<file path="config.mk">
export PLATFORM = sky130hd
export DESIGN_NAME = ones_word_gen_flat
export DESIGN_NICKNAME = d
export VERILOG_FILES = /design/src/rtl/ones_word_gen_if.sv /design/src/rtl/ones_word_gen.sv /design/src/flat_wrapper.sv
export SDC_FILE = /design/constraint.sdc
export NUM_CORES = 1
export LEC_CHECK = 0
export ABC_AREA = 0
export CORE_MARGIN = 2
export CORE_UTILIZATION = 49
export DETAILED_ROUTE_END_ITERATION = 8
export PLACE_DENSITY = 0.85
export SYNTH_ARGS = -nofsm -noshare
export SYNTH_HDL_FRONTEND = slang
export SYNTH_SLANG_ARGS = --single-unit
</file>
<file path="constraint.sdc">
create_clock -name clk -period 1.9 [get_ports clk]
set_input_delay 0.19 -clock clk [delete_from_list [all_inputs] [get_ports clk]]
set_output_delay 0.19 -clock clk [all_outputs]
set_load 0.05 [all_outputs]
</file>
<file path="src/rtl/ones_word_gen_if.sv">
// rtl/ones_word_gen_if.sv - request/result bundle for the ones word generator
interface ones_word_gen_if #(
  parameter int data_width  = 4,
  parameter int count_width = 3
);
  logic                   start;
  logic [count_width-1:0] count_in;
  logic [data_width-1:0]  data_out;
  logic                   busy;
  logic                   done;
  logic                   err;

  modport master (
    output start, count_in,
    input  data_out, busy, done, err
  );

  modport slave (
    input  start, count_in,
    output data_out, busy, done, err
  );
endinterface

</file>
<file path="src/rtl/ones_word_gen.sv">
// rtl/ones_word_gen.sv - builds a word with a requested number of ones, one bit per clock
module ones_word_gen #(
  parameter int data_width  = 4,
  parameter int count_width = 3
) (
  input  logic           clk,
  input  logic           reset,
  ones_word_gen_if.slave bus
);
  typedef enum logic [1:0] {IDLE, FILL, DONE} state_t;

  localparam logic [count_width-1:0] max_count = count_width'(data_width);
  localparam logic [data_width-1:0]  lsb_one   = data_width'(1);

  state_t                 state_q, state_d;
  logic [data_width-1:0]  data_q, data_d;
  logic [count_width-1:0] index_q, index_d;
  logic [count_width-1:0] remaining_q, remaining_d;
  logic                   err_q, err_d;

  always_ff @(posedge clk or posedge reset) begin
    if (reset) begin
      state_q     <= IDLE;
      data_q      <= '0;
      index_q     <= '0;
      remaining_q <= '0;
      err_q       <= 1'b0;
    end else begin
      state_q     <= state_d;
      data_q      <= data_d;
      index_q     <= index_d;
      remaining_q <= remaining_d;
      err_q       <= err_d;
    end
  end

  always_comb begin
    state_d     = state_q;
    data_d      = data_q;
    index_d     = index_q;
    remaining_d = remaining_q;
    err_d       = err_q;
    case (state_q)
      IDLE: begin
        if (bus.start) begin
          data_d      = '0;
          index_d     = '0;
          err_d       = bus.count_in > max_count;
          remaining_d = err_d ? max_count : bus.count_in;
          state_d     = FILL;
        end
      end
      FILL: begin
        if (remaining_q == '0) begin
          state_d = DONE;
        end else begin
          // Shift instead of a bit-select so the index width never has to match data_width
          data_d      = data_q | (lsb_one << index_q);
          index_d     = index_q + 1'b1;
          remaining_d = remaining_q - 1'b1;
        end
      end
      DONE:    state_d = IDLE;
      default: state_d = IDLE;
    endcase
  end

  assign bus.data_out = data_q;
  assign bus.err      = err_q;
  assign bus.busy     = (state_q != IDLE);
  assign bus.done     = (state_q == DONE);
endmodule

</file>
<file path="src/flat_wrapper.sv">
// flat-port wrapper written by rule: the top's interface ports become plain ports
module ones_word_gen_flat 
#(
  parameter int data_width  = 4,
  parameter int count_width = 3
)
  (clk, reset, bus_start, bus_count_in, bus_data_out, bus_busy, bus_done, bus_err);
  ones_word_gen_if #(.data_width(data_width), .count_width(count_width)) bus_i ();
  input  logic clk;
  input  logic reset;
  input wire logic [$bits(bus_i.start)-1:0] bus_start;
  input wire logic [$bits(bus_i.count_in)-1:0] bus_count_in;
  output wire logic [$bits(bus_i.data_out)-1:0] bus_data_out;
  output wire logic [$bits(bus_i.busy)-1:0] bus_busy;
  output wire logic [$bits(bus_i.done)-1:0] bus_done;
  output wire logic [$bits(bus_i.err)-1:0] bus_err;
  assign bus_i.start = bus_start;
  assign bus_i.count_in = bus_count_in;
  assign bus_data_out = bus_i.data_out;
  assign bus_busy = bus_i.busy;
  assign bus_done = bus_i.done;
  assign bus_err = bus_i.err;
  ones_word_gen #(.data_width(data_width), .count_width(count_width)) u_core (.clk(clk), .reset(reset), .bus(bus_i));
endmodule
</file>
==> metrics.csv, run 1 <==
stage;metric;value;unit
synth;syn_inst;69;
floorplan;coreArea;0.00135;sq mm
timing;tns;0;ns
floorplan;ios;13;
detailed_routing;routed_wirelength;1400;microns
cts;tritoncts;done;
detailed_routing;vias;534;
timing;period_minus_slack;1.76;ns
timing;hold_viol;0;
synth;ys_seq_area_share;44.4;%
timing;slew_violations;0;
timing;tightest_slew;0.495;ns
grt;grt.total_usage;18.0;%
floorplan;die_h;42.7;microns
cts;clk_path_buf_depth;2;
critical_path;crit_path_end_kind;flip-flop;
cts;htreeDepth;1;
cts;hold_buffers;0;
place;numPortBuffers;12;
floorplan;num_rows;13;
place;gp_congestion;0.767;
critical_path;r2r_slack;0.14;ns
floorplan;fp.dieW;42.7;microns
power_and_ir_drop;power.density;1900;mW/mm^2
critical_path;cp-start-kind;flip-flop;
grt;gr-total-overflow;0;
final_layout;drive_gt1_share;15.7;%
cts;cts_buffers;3;
synth;yosysTopAreaCell;dfrtp_1;
synth;synth_seq_cells;13;
detailed_routing;m1WireLength;616;microns
detailed_routing;drc_errors;0;
cts;clock-root-buffer;clkbuf_4;
power_and_ir_drop;p_leak;0.412;nW
cts;numClockSinks;13;
critical_path;cp.arrival;1.97;ns
outcome;outcome;finished clean;
grt;grt_pass1_vias;533;
final_layout;final_cell_mix;dfrtp_1, clkdlybuf4s50_1, inv_1, ha_1;
grt;grt_start_max_net_pins;14;
final_layout;utilization;65.0;%
cts;insertion_delay;0.28;ns
critical_path;worstPathMaxFanout;6;
timing;timing.fmax;0.567;GHz
critical_path;criticalPathCategory;flip-flop to flip-flop;
timing;slew_headroom;66.9;%
job;cap_violations;0;
critical_path;cp_data_required_time;2.10;ns
floorplan;start_util;54.3;%
final_layout;diodes;0;
grt;grt_pass1_wl;2390;microns
synth;ys_warn_count;0;
timing;rsz0062_at_grt;no;
synth;yosys.area.top_type_share;44.4;%
detailed_routing;wl_per_cell;14.3;microns
cts;postCtsSetupBuffers;0;
timing;min_period_over_period;92.8;%
power_and_ir_drop;max-vdd-ir-drop;1.20;mV
detailed_routing;dr_wl_met3;76;microns
synth;synth_nets;82;
cts;cts-resized-gates;0;
synth;syn_area;733;sq um
final_layout;nNetsFinal;97;
detailed_routing;drtIter0Drc;5;
synth;avgSynthCellArea;10.6;sq um
detailed_routing;drtAntennaViolNets;0;
detailed_routing;dr.max_layer_used;met4;
synth;ys_types;31;
cts;cts.reportedPaths.clkPinSlew;0.08;ns
hold_path;min_path_type;input pin to asynchronous set/reset pin;
final_layout;layout_commonest_cell;dfrtp_1;
detailed_routing;viasPerCell;5.45;
final_layout;area_delta_synth_final;19.6;%
grt;antenna_found_initial;0;
detailed_routing;met2_length;673;microns
floorplan;dieArea;0.00182;sq mm
synth;synthTopCellsByArea;dfrtp_1, ha_1, inv_1;
place;place_hpwl;1040;microns
timing;setup_viol_count_final;0;
detailed_routing;drt_pass1_iterations;4;
timing;skew;0.00445;ns
[where the power goes]
part | switching [mW] | internal (mW)
combinational | 0.588 | 0.384
sequential | 0.122 | 0.404
clock | 0.0864 | 0.0814
total | 0.797 | 0.869
[area by class of cell]
class                           instances  area, sq um
Sequential cell                        13          325
Fill cell                             112          473
Timing Repair Buffer                   12          115
Inverter                               10         37.5
Tap cell                               15         18.8
Multi-Input combinational cell         44          354
Clock buffer                            4         26.3
[logic make-up after synthesis]
| logic type | synth area share [%] |
|---|---|
| flip-flops | 44.4 |
| AO/OA/AOI/OAI | 11.9 |
| AND/OR/NAND/NOR | 18.8 |
| buffers and inverters | 7.34 |
| adder cells (fa/ha/maj) | 11.9 |
| multiplexers | 5.63 |
[stage by stage]
stage | hold slack (ns) | area, sq um | worst slack [ns] | power [mW] | cells
floorplan | 0.0670 | 733 | 0.327 | 1.26 | 69
global placement | 0.478 | 851 | 0.267 | 1.47 | 94
detailed placement | 0.487 | 851 | 0.144 | 1.50 | 94
CTS | 0.242 | 877 | 0.134 | 1.68 | 98
global route | 0.285 | 877 | 0.0267 | 1.80 | 98
finish | 0.230 | 877 | 0.137 | 1.67 | 98
[layer usage]
layer	up-vias	GRT usage (%)
li1	262	-
met1	251	22.2
met2	17	28.8
met3	4	3.40
met4	0	11.3
met5	-	0
[critical path, cell delays in order, from the launching register on]
cell,delay (ns)
dfrtp_1,0.41
inv_1,0.06
ha_1,0.20
ha_1,0.25
or2b_1,0.28
a21oi_4,0.27
mux2i_1,0.22
[path summary, 6_finish.rpt]
check / startpoint / cells past startpoint / end
min in group clk: u_core.bus.data_out[2]$_DFFE_PP0P_ / 2 / u_core.bus.data_out[2]$_DFFE_PP0P_
worst min-delay path: reset / 2 / u_core.bus.data_out[2]$_DFFE_PP0P_
worst max-delay path: u_core.remaining_q[0]$_DFFE_PP0P_ / 6 / u_core.remaining_q[1]$_DFFE_PP0P_
worst min register to register: u_core.bus.data_out[2]$_DFFE_PP0P_ / 2 / u_core.bus.data_out[2]$_DFFE_PP0P_
max in group asynchronous: reset / 2 / u_core.state_q[1]$_DFFE_PP0P_
worst max register to register: u_core.remaining_q[0]$_DFFE_PP0P_ / 6 / u_core.remaining_q[1]$_DFFE_PP0P_
[sequential cells by signal, summed over array words and instances (netlist names)]
signal               count
u_core.bus.data_out      4
u_core.index_q           3
u_core.remaining_q       3
u_core.state_q           2
u_core.bus.err           1
[synthesized netlist by cell type, drive strengths merged]
| cell type | count |
|---|---|
| inv | 10 |
| ha | 7 |
| or2 | 1 |
| nand3 | 1 |
| nand3b | 1 |
| or2b | 1 |
| nor2 | 4 |
| o211ai | 1 |
| buf | 2 |
| a221oi | 1 |
| nor2b | 2 |
| nand2b | 2 |
| nor3 | 2 |
| dfrtp | 13 |
| nand2 | 1 |
| o21ai | 5 |
| a21oi | 5 |
| mux2i | 3 |
| mux2 | 1 |
| a31oi | 1 |
| nor4b | 2 |
| nor3b | 2 |
| or4 | 1 |
Note: power is estimated with default switching activity, not from simulation.
==> inputs of run 2 (changes only) <==
--- a/config.mk
+++ b/config.mk
@@ -8,6 +8,7 @@
 export ABC_AREA = 0
 export CORE_MARGIN = 2
 export CORE_UTILIZATION = 49
+export CTS_CLUSTER_DIAMETER = 200
 export DETAILED_ROUTE_END_ITERATION = 8
 export PLACE_DENSITY = 0.85
 export SYNTH_ARGS = -nofsm -noshare
==> results of run 2 <==
The final DEF is identical to that of run 1; final timing and power are the same.
